$ cat src/rtl/muldiv_sequencer_pkg.sv
// Shared definitions for the HI/LO multiply/divide unit: funct codes, FSM states, width.
package muldiv_sequencer_pkg;

  localparam int unsigned XLEN = 32;

  localparam logic [5:0] FN_MFHI  = 6'h10;
  localparam logic [5:0] FN_MTHI  = 6'h11;
  localparam logic [5:0] FN_MFLO  = 6'h12;
  localparam logic [5:0] FN_MTLO  = 6'h13;
  localparam logic [5:0] FN_MULT  = 6'h18;
  localparam logic [5:0] FN_MULTU = 6'h19;
  localparam logic [5:0] FN_DIV   = 6'h1A;
  localparam logic [5:0] FN_DIVU  = 6'h1B;

  typedef enum logic [1:0] {
    ST_IDLE = 2'd0,
    ST_MUL  = 2'd1,
    ST_DIV  = 2'd2,
    ST_FIX  = 2'd3
  } state_t;

  // MULT/MULTU/DIV/DIVU occupy 0x18..0x1B
  function automatic logic is_muldiv(input logic [5:0] funct);
    return funct[5:2] == 4'b0110;
  endfunction

endpackage

$ cat src/rtl/muldiv_sequencer_datapath.sv
// Iterative multiply/divide datapath: shift-add multiply, restoring divide, sign fix-up.
module muldiv_sequencer_datapath
  import muldiv_sequencer_pkg::*;
#(
  parameter int unsigned XLEN = muldiv_sequencer_pkg::XLEN
) (
  input  logic            clk,
  input  logic            rst,
  input  logic            start,
  input  logic            step,
  input  logic            fix,
  input  logic            is_div,
  input  logic            is_signed,
  input  logic [XLEN-1:0] rs,
  input  logic [XLEN-1:0] rt,
  output logic [XLEN-1:0] res_hi,
  output logic [XLEN-1:0] res_lo
);

  logic              op_div;
  logic              sign_q;
  logic              sign_r;
  logic              div_zero;
  logic [XLEN-1:0]   raw_rs;
  logic [XLEN-1:0]   opb;
  logic [2*XLEN-1:0] acc;
  logic [XLEN-1:0]   rem;

  logic [XLEN-1:0]   mag_a;
  logic [XLEN-1:0]   mag_b;
  logic [XLEN:0]     mul_sum;
  logic [XLEN:0]     div_shift;
  logic [XLEN:0]     div_trial;
  logic [2*XLEN-1:0] prod_fix;
  logic [XLEN-1:0]   quo_fix;
  logic [XLEN-1:0]   rem_fix;

  always_comb begin
    mag_a = (is_signed && rs[XLEN-1]) ? -rs : rs;
    mag_b = (is_signed && rt[XLEN-1]) ? -rt : rt;
    mul_sum   = {1'b0, acc[2*XLEN-1:XLEN]} + (acc[0] ? {1'b0, opb} : '0);
    div_shift = {rem, acc[XLEN-1]};
    div_trial = div_shift - {1'b0, opb};
  end

  // acc is the product register for multiply; its low half is the dividend/quotient shifter for divide
  always_ff @(posedge clk) begin
    if (rst) begin
      op_div   <= 1'b0;
      sign_q   <= 1'b0;
      sign_r   <= 1'b0;
      div_zero <= 1'b0;
      raw_rs   <= '0;
      opb      <= '0;
      acc      <= '0;
      rem      <= '0;
    end else if (start) begin
      op_div   <= is_div;
      sign_q   <= is_signed & (rs[XLEN-1] ^ rt[XLEN-1]);
      sign_r   <= is_signed & rs[XLEN-1];
      div_zero <= (rt == '0);
      raw_rs   <= rs;
      opb      <= mag_b;
      acc      <= {{XLEN{1'b0}}, mag_a};
      rem      <= '0;
    end else if (step) begin
      if (op_div) begin
        rem <= div_trial[XLEN] ? div_shift[XLEN-1:0] : div_trial[XLEN-1:0];
        acc <= {acc[2*XLEN-1:XLEN], acc[XLEN-2:0], ~div_trial[XLEN]};
      end else begin
        acc <= {mul_sum, acc[XLEN-1:1]};
      end
    end
  end

  always_comb begin
    prod_fix = sign_q ? -acc : acc;
    quo_fix  = sign_q ? -acc[XLEN-1:0] : acc[XLEN-1:0];
    rem_fix  = sign_r ? -rem : rem;
    res_hi   = '0;
    res_lo   = '0;
    if (fix) begin
      if (!op_div) begin
        res_hi = prod_fix[2*XLEN-1:XLEN];
        res_lo = prod_fix[XLEN-1:0];
      end else if (div_zero) begin
        res_hi = raw_rs;
        res_lo = '1;
      end else begin
        res_hi = rem_fix;
        res_lo = quo_fix;
      end
    end
  end

endmodule

$ cat src/rtl/muldiv_sequencer.sv
// HI/LO owner for the EX stage: sequences MULT/DIV, serves MF*/MT*, and raises the EX stall.
module muldiv_sequencer
  import muldiv_sequencer_pkg::*;
#(
  parameter int unsigned XLEN  = muldiv_sequencer_pkg::XLEN,
  parameter int unsigned CNT_W = 6
) (
  input  logic            clk,
  input  logic            rst,
  input  logic            req_i,
  input  logic [5:0]      funct_i,
  input  logic            flush_i,
  input  logic [XLEN-1:0] rs_i,
  input  logic [XLEN-1:0] rt_i,
  output logic            stall_o,
  output logic            busy_o,
  output logic [XLEN-1:0] rdata_o,
  output logic [XLEN-1:0] hi_o,
  output logic [XLEN-1:0] lo_o
);

  localparam logic [CNT_W-1:0] LAST = CNT_W'(XLEN - 1);

  state_t          state;
  logic [CNT_W-1:0] cnt;
  logic [XLEN-1:0] hi;
  logic [XLEN-1:0] lo;
  logic            busy;

  logic            eff;
  logic            start;
  logic            step;
  logic            fix;
  logic [XLEN-1:0] res_hi;
  logic [XLEN-1:0] res_lo;

  assign busy_o  = busy;
  assign stall_o = busy & req_i;
  assign hi_o    = hi;
  assign lo_o    = lo;

  always_comb begin
    eff     = req_i & ~flush_i & ~stall_o;
    start   = (state == ST_IDLE) & eff & is_muldiv(funct_i);
    step    = (state == ST_MUL) || (state == ST_DIV);
    fix     = (state == ST_FIX);
    rdata_o = '0;
    if (req_i && !busy) begin
      if (funct_i == FN_MFHI)
        rdata_o = hi;
      else if (funct_i == FN_MFLO)
        rdata_o = lo;
    end
  end

  muldiv_sequencer_datapath #(
    .XLEN(XLEN)
  ) u_datapath (
    .clk       (clk),
    .rst       (rst),
    .start     (start),
    .step      (step),
    .fix       (fix),
    .is_div    (funct_i[1]),
    .is_signed (~funct_i[0]),
    .rs        (rs_i),
    .rt        (rt_i),
    .res_hi    (res_hi),
    .res_lo    (res_lo)
  );

  always_ff @(posedge clk) begin
    if (rst) begin
      state <= ST_IDLE;
      busy  <= 1'b0;
      cnt   <= '0;
      hi    <= '0;
      lo    <= '0;
    end else begin
      case (state)
        ST_IDLE: begin
          if (eff) begin
            case (funct_i)
              FN_MTHI: hi <= rs_i;
              FN_MTLO: lo <= rs_i;
              FN_MULT, FN_MULTU: begin
                state <= ST_MUL;
                busy  <= 1'b1;
                cnt   <= '0;
              end
              FN_DIV, FN_DIVU: begin
                state <= ST_DIV;
                busy  <= 1'b1;
                cnt   <= '0;
              end
              default: ;
            endcase
          end
        end
        ST_MUL, ST_DIV: begin
          cnt <= cnt + CNT_W'(1);
          if (cnt == LAST)
            state <= ST_FIX;
        end
        ST_FIX: begin
          hi    <= res_hi;
          lo    <= res_lo;
          state <= ST_IDLE;
          busy  <= 1'b0;
        end
        default: begin
          state <= ST_IDLE;
          busy  <= 1'b0;
        end
      endcase
    end
  end

endmodule
$ cat config.mk
export PLATFORM = sky130hd
export DESIGN_NAME = muldiv_sequencer
export DESIGN_NICKNAME = d
export VERILOG_FILES = /design/src/rtl/muldiv_sequencer_pkg.sv /design/src/rtl/muldiv_sequencer_datapath.sv /design/src/rtl/muldiv_sequencer.sv
export SDC_FILE = /design/constraint.sdc
export NUM_CORES = 1
export LEC_CHECK = 0
export CAP_MARGIN = 15
export CORE_MARGIN = 2
export CORE_UTILIZATION = 40
export CTS_CLUSTER_SIZE = 8
export DETAILED_ROUTE_END_ITERATION = 8
export PLACE_DENSITY = 0.65
export RECOVER_POWER = 25
export SLEW_MARGIN = 20
export SYNTH_ARGS = -nofsm -noshare
export SYNTH_HDL_FRONTEND = slang
export SYNTH_SLANG_ARGS = --single-unit
$ cat constraint.sdc
create_clock -name clk -period 6.9 [get_ports clk]
set_input_delay 1.035 -clock clk [delete_from_list [all_inputs] [get_ports clk]]
set_output_delay 1.035 -clock clk [all_outputs]
set_load 0.01 [all_outputs]
==> metrics.md <==
| Metric | Value |
|---|---|
| Actual slew at the worst max-slew pin | 1.38 ns |
| Seq/Total Area, Yosys | 0.265 |
| CP Buf/Inv Count | 3 |
| HP Class | flop to flop |
| Crit-path leading delay family | buffers and inverters |
| Gr usage total | 0.262 |
| Vias | 18,100 |
| RSZ-0062 raised after global routing | false |
| Initial core utilization | 0.405 |
| Postcts setup bufs | 0 |
| ANT nets after route | 0 |
| FF+latch area | 0.00475 mm² |
| Post-synthesis compound-gate area fraction | 0.269 |
| Crit end category | output pin |
| Initial antenna violation count | 0 |
| Initial DRC Count | 1,666 |
| Die Footprint | 0.0465 mm² |
| CTS resizes | 0 |
| Synth area leaders | dfxtp_1, a21oi_1, mux2i_1 |
| Fin nets | 2,601 |
| Pleak | 7.96 nW |
| Flops & latches, synth | 237 |
| Worst-path cell chain | dlygate4sd3_1 -> nor4b_1 -> nand2_1 -> buf_4 -> nor2_1 -> clkdlybuf4s50_1 |
| Largest net degree at the start of global routing | 77 |
| Synthesized area per cell | 7.49 µm² |
| Fill cell count | 4,407 |
| Post-synth top cells | nand2_1, nor2_1, a21oi_1 |
| Boundary Pins | 172 |
| FP Rows | 77 |
| Post-synth EDFFs | 0 |
| Worst Skew | 0.0210 ns |
| Post-Syn Area | 0.0179 mm² |
| Psw | 1.57 mW |
| Max-slew violations | 0 |
| Final Cycle Share | 0.583 |
| Maximum vdd drop | 0.000139 V |
| Max_cap viols | 0 |
| DP Worst Slack | 2.61 ns |
| Internal | 2.84 mW |
| Reg power frac | 0.338 |
| Mapped Cells | 2,391 |
| Post-synthesis adder-cell area fraction | 0.0525 |
| # diodes | 0 |
| Global-route wire length before repair | 97,500 µm |
| Share of flip-flops with an asynchronous set or reset | 0 |
| Via density | 5.93 |
| Area taken by multi-input logic gates | 0.0122 mm² |
| Yosys top cell area share | 0.265 |
| Most common cell in the netlist | nand2_1 |
| Final Routed Wirelength | 62,900 µm |
| DRT Pass-1 Iters | 6 |
| Final setup TNS | 0 ns |
| Max Fclk | 0.249 GHz |
| Final setup viols | 0 |
| Fraction of layout cells with a size suffix above 1 | 0.0431 |
| Dominant cell type by area after synthesis | dfxtp_1 |
| CTS tree | built |
| Critical path arrival | 2.99 ns |
| Max clock buf depth | 3 |
| Worst-path maximum fanout | 32 |
| Number of CTS-inserted buffers | 36 |
| # DRC | 0 |
| Biggest cell delay along the critical path | 0.56 ns |
| Mapped Nets | 2,539 |
| Final Wtd Congestion | 0.907 |
| Mux contribution to synthesized area | 0.0615 |
| Worst path slowest cell | clkdlybuf4s50_1 |
| Vias in the first global route | 17,200 |
| Largest family of logic cells by synthesized area | compound AO/OA/AOI/OAI gates |
| H-tree Lvls | 2 |
| WL/cell | 20.6 µm |
| Crit path launch type | input port |
| Clock-pin slew on the worst setup and hold paths | 0.05 ns |
| GR Overflow Total | 0 |
| Hold buffer count at cts | 0 |
| Comb pwr share | 0.295 |
| Dpl hpwl | 47,000 µm |
| IO Port Bufs | 171 |
| Die Ht | 216 µm |
| Min cycle time layout | 4.02 ns |
| Xor/xnor cell area share of the yosys netlist | 0.0929 |
| Sink Count | 237 |
| Yosys warns | 0 |
| Netlist cell types | 85 |
| CTS root buf | clkbuf_16 |
| Critical path class | input port to output pin |
| Clock group share of total power | 0.366 |
| Placeable Area | 0.0442 mm² |
| Final hold violation count | 0 |
| Area delta synth->final | 16.7% |
| Clk_lat worst skew | 0.55 ns |
| Status | complete, no violations |
| Die Wd | 216 µm |
| Post-synth top flop | dfxtp_1 |
| Required time worst endpoint | 5.86 ns |
| Post-Synth Simple-Gate Area | 0.205 |
| Relative slew slack | 0.0815 |
| PwrDens | 211 mW/mm² |
| Setup ws final | 2.88 ns |
| Sw frac | 0.357 |
## path summary, 6_finish.rpt
kind,startpoint,end,slack (ns),cells after the start
setup / recovery,funct_i[4],rdata_o[29],2.88,6
hold / removal,u_datapath.raw_rs[15],u_datapath.raw_rs[15],0.46,2
setup reg to reg,u_datapath.acc[31],u_datapath.acc[0],2.93,14
hold reg to reg,u_datapath.raw_rs[15],u_datapath.raw_rs[15],0.46,2
## power groups by stage
| stage | clock, mW | sequential, mW | combinational [mW] |
|---|---|---|---|
| 2_1_floorplan | 0 | 1.48 | 0.937 |
| 3_3_place_gp | 0 | 1.51 | 1.26 |
| 3_5_place_dp | 0 | 1.52 | 1.28 |
| 4_1_cts | 1.64 | 1.49 | 1.28 |
| 5_1_grt | 1.70 | 1.50 | 1.40 |
| 6_report | 1.62 | 1.49 | 1.30 |
## stage by stage
stage	instance area, µm²	hold slack, ns	instances	util	total power [mW]
floorplan	17900	0.431	2391	-	2.41
global placement	19900	0.439	3007	0.451	2.78
detailed placement	19900	0.449	3007	0.451	2.79
CTS	20900	0.457	3054	0.473	4.42
global route	20900	0.477	3054	0.473	4.59
finish	20900	0.458	3054	0.473	4.41
## kinds of logic (layout without fill, tap and decap cells)
logic type | Yosys count | in the layout
multiplexers | 110 | 110
AO/OA/AOI/OAI | 735 | 735
flip-flops | 237 | 237
AND/OR/NAND/NOR | 794 | 794
buffers and inverters | 251 | 322
XOR/XNOR | 190 | 190
adder cells (fa/ha/maj) | 74 | 74
## layout make-up
class,instances,area share
tap,592,0.0354
clock inverter,2,0.00120
inverter,73,0.0131
clock buffer,45,0.0461
timing repair buffer,202,0.0925
sequential,237,0.227
multi-input combinational,1903,0.585
## cells in the final DEF, fill, tap and decap left out, drive strengths merged, types with 19 or more instances in the layout
master	count
a211oi	99
a21o	43
a21oi	246
buf	32
clkbuf	46
clkdlybuf4s50	104
dfxtp	237
dlygate4sd3	65
ha	72
inv	72
mux2i	109
nand2	278
nand2b	28
nand3	55
nor2	250
nor3	48
nor4	20
o211ai	34
o21ai	115
o221ai	33
o31ai	36
o41ai	19
xnor2	115
xor2	75
## state kept, by name, indices dropped and copies added, names as in the netlist
signal	flops
busy_o	1
cnt	6
hi_o	32
lo_o	32
state	2
u_datapath.acc	64
u_datapath.div_zero	1
u_datapath.op_div	1
u_datapath.opb	32
u_datapath.raw_rs	32
u_datapath.rem	32
u_datapath.sign_q	1
u_datapath.sign_r	1
## worst min-delay path: stages (launching register included)
cell     delay, ns
dfxtp_1       0.31
nand2_1       0.05
a21oi_1       0.05
## layer usage
metal / wire [µm] / global-route usage / up-vias / share of wire
met5: 0 / 0 / - / 0
met4: 2150 / 0.101 / 0 / 0.034
met3: 3720 / 0.0286 / 109 / 0.059
met2: 28800 / 0.429 / 671 / 0.46
met1: 28200 / 0.355 / 8550 / 0.45
li1: - / - / 8772 / -
No activity file was read; power rests on OpenSTA's default activity.
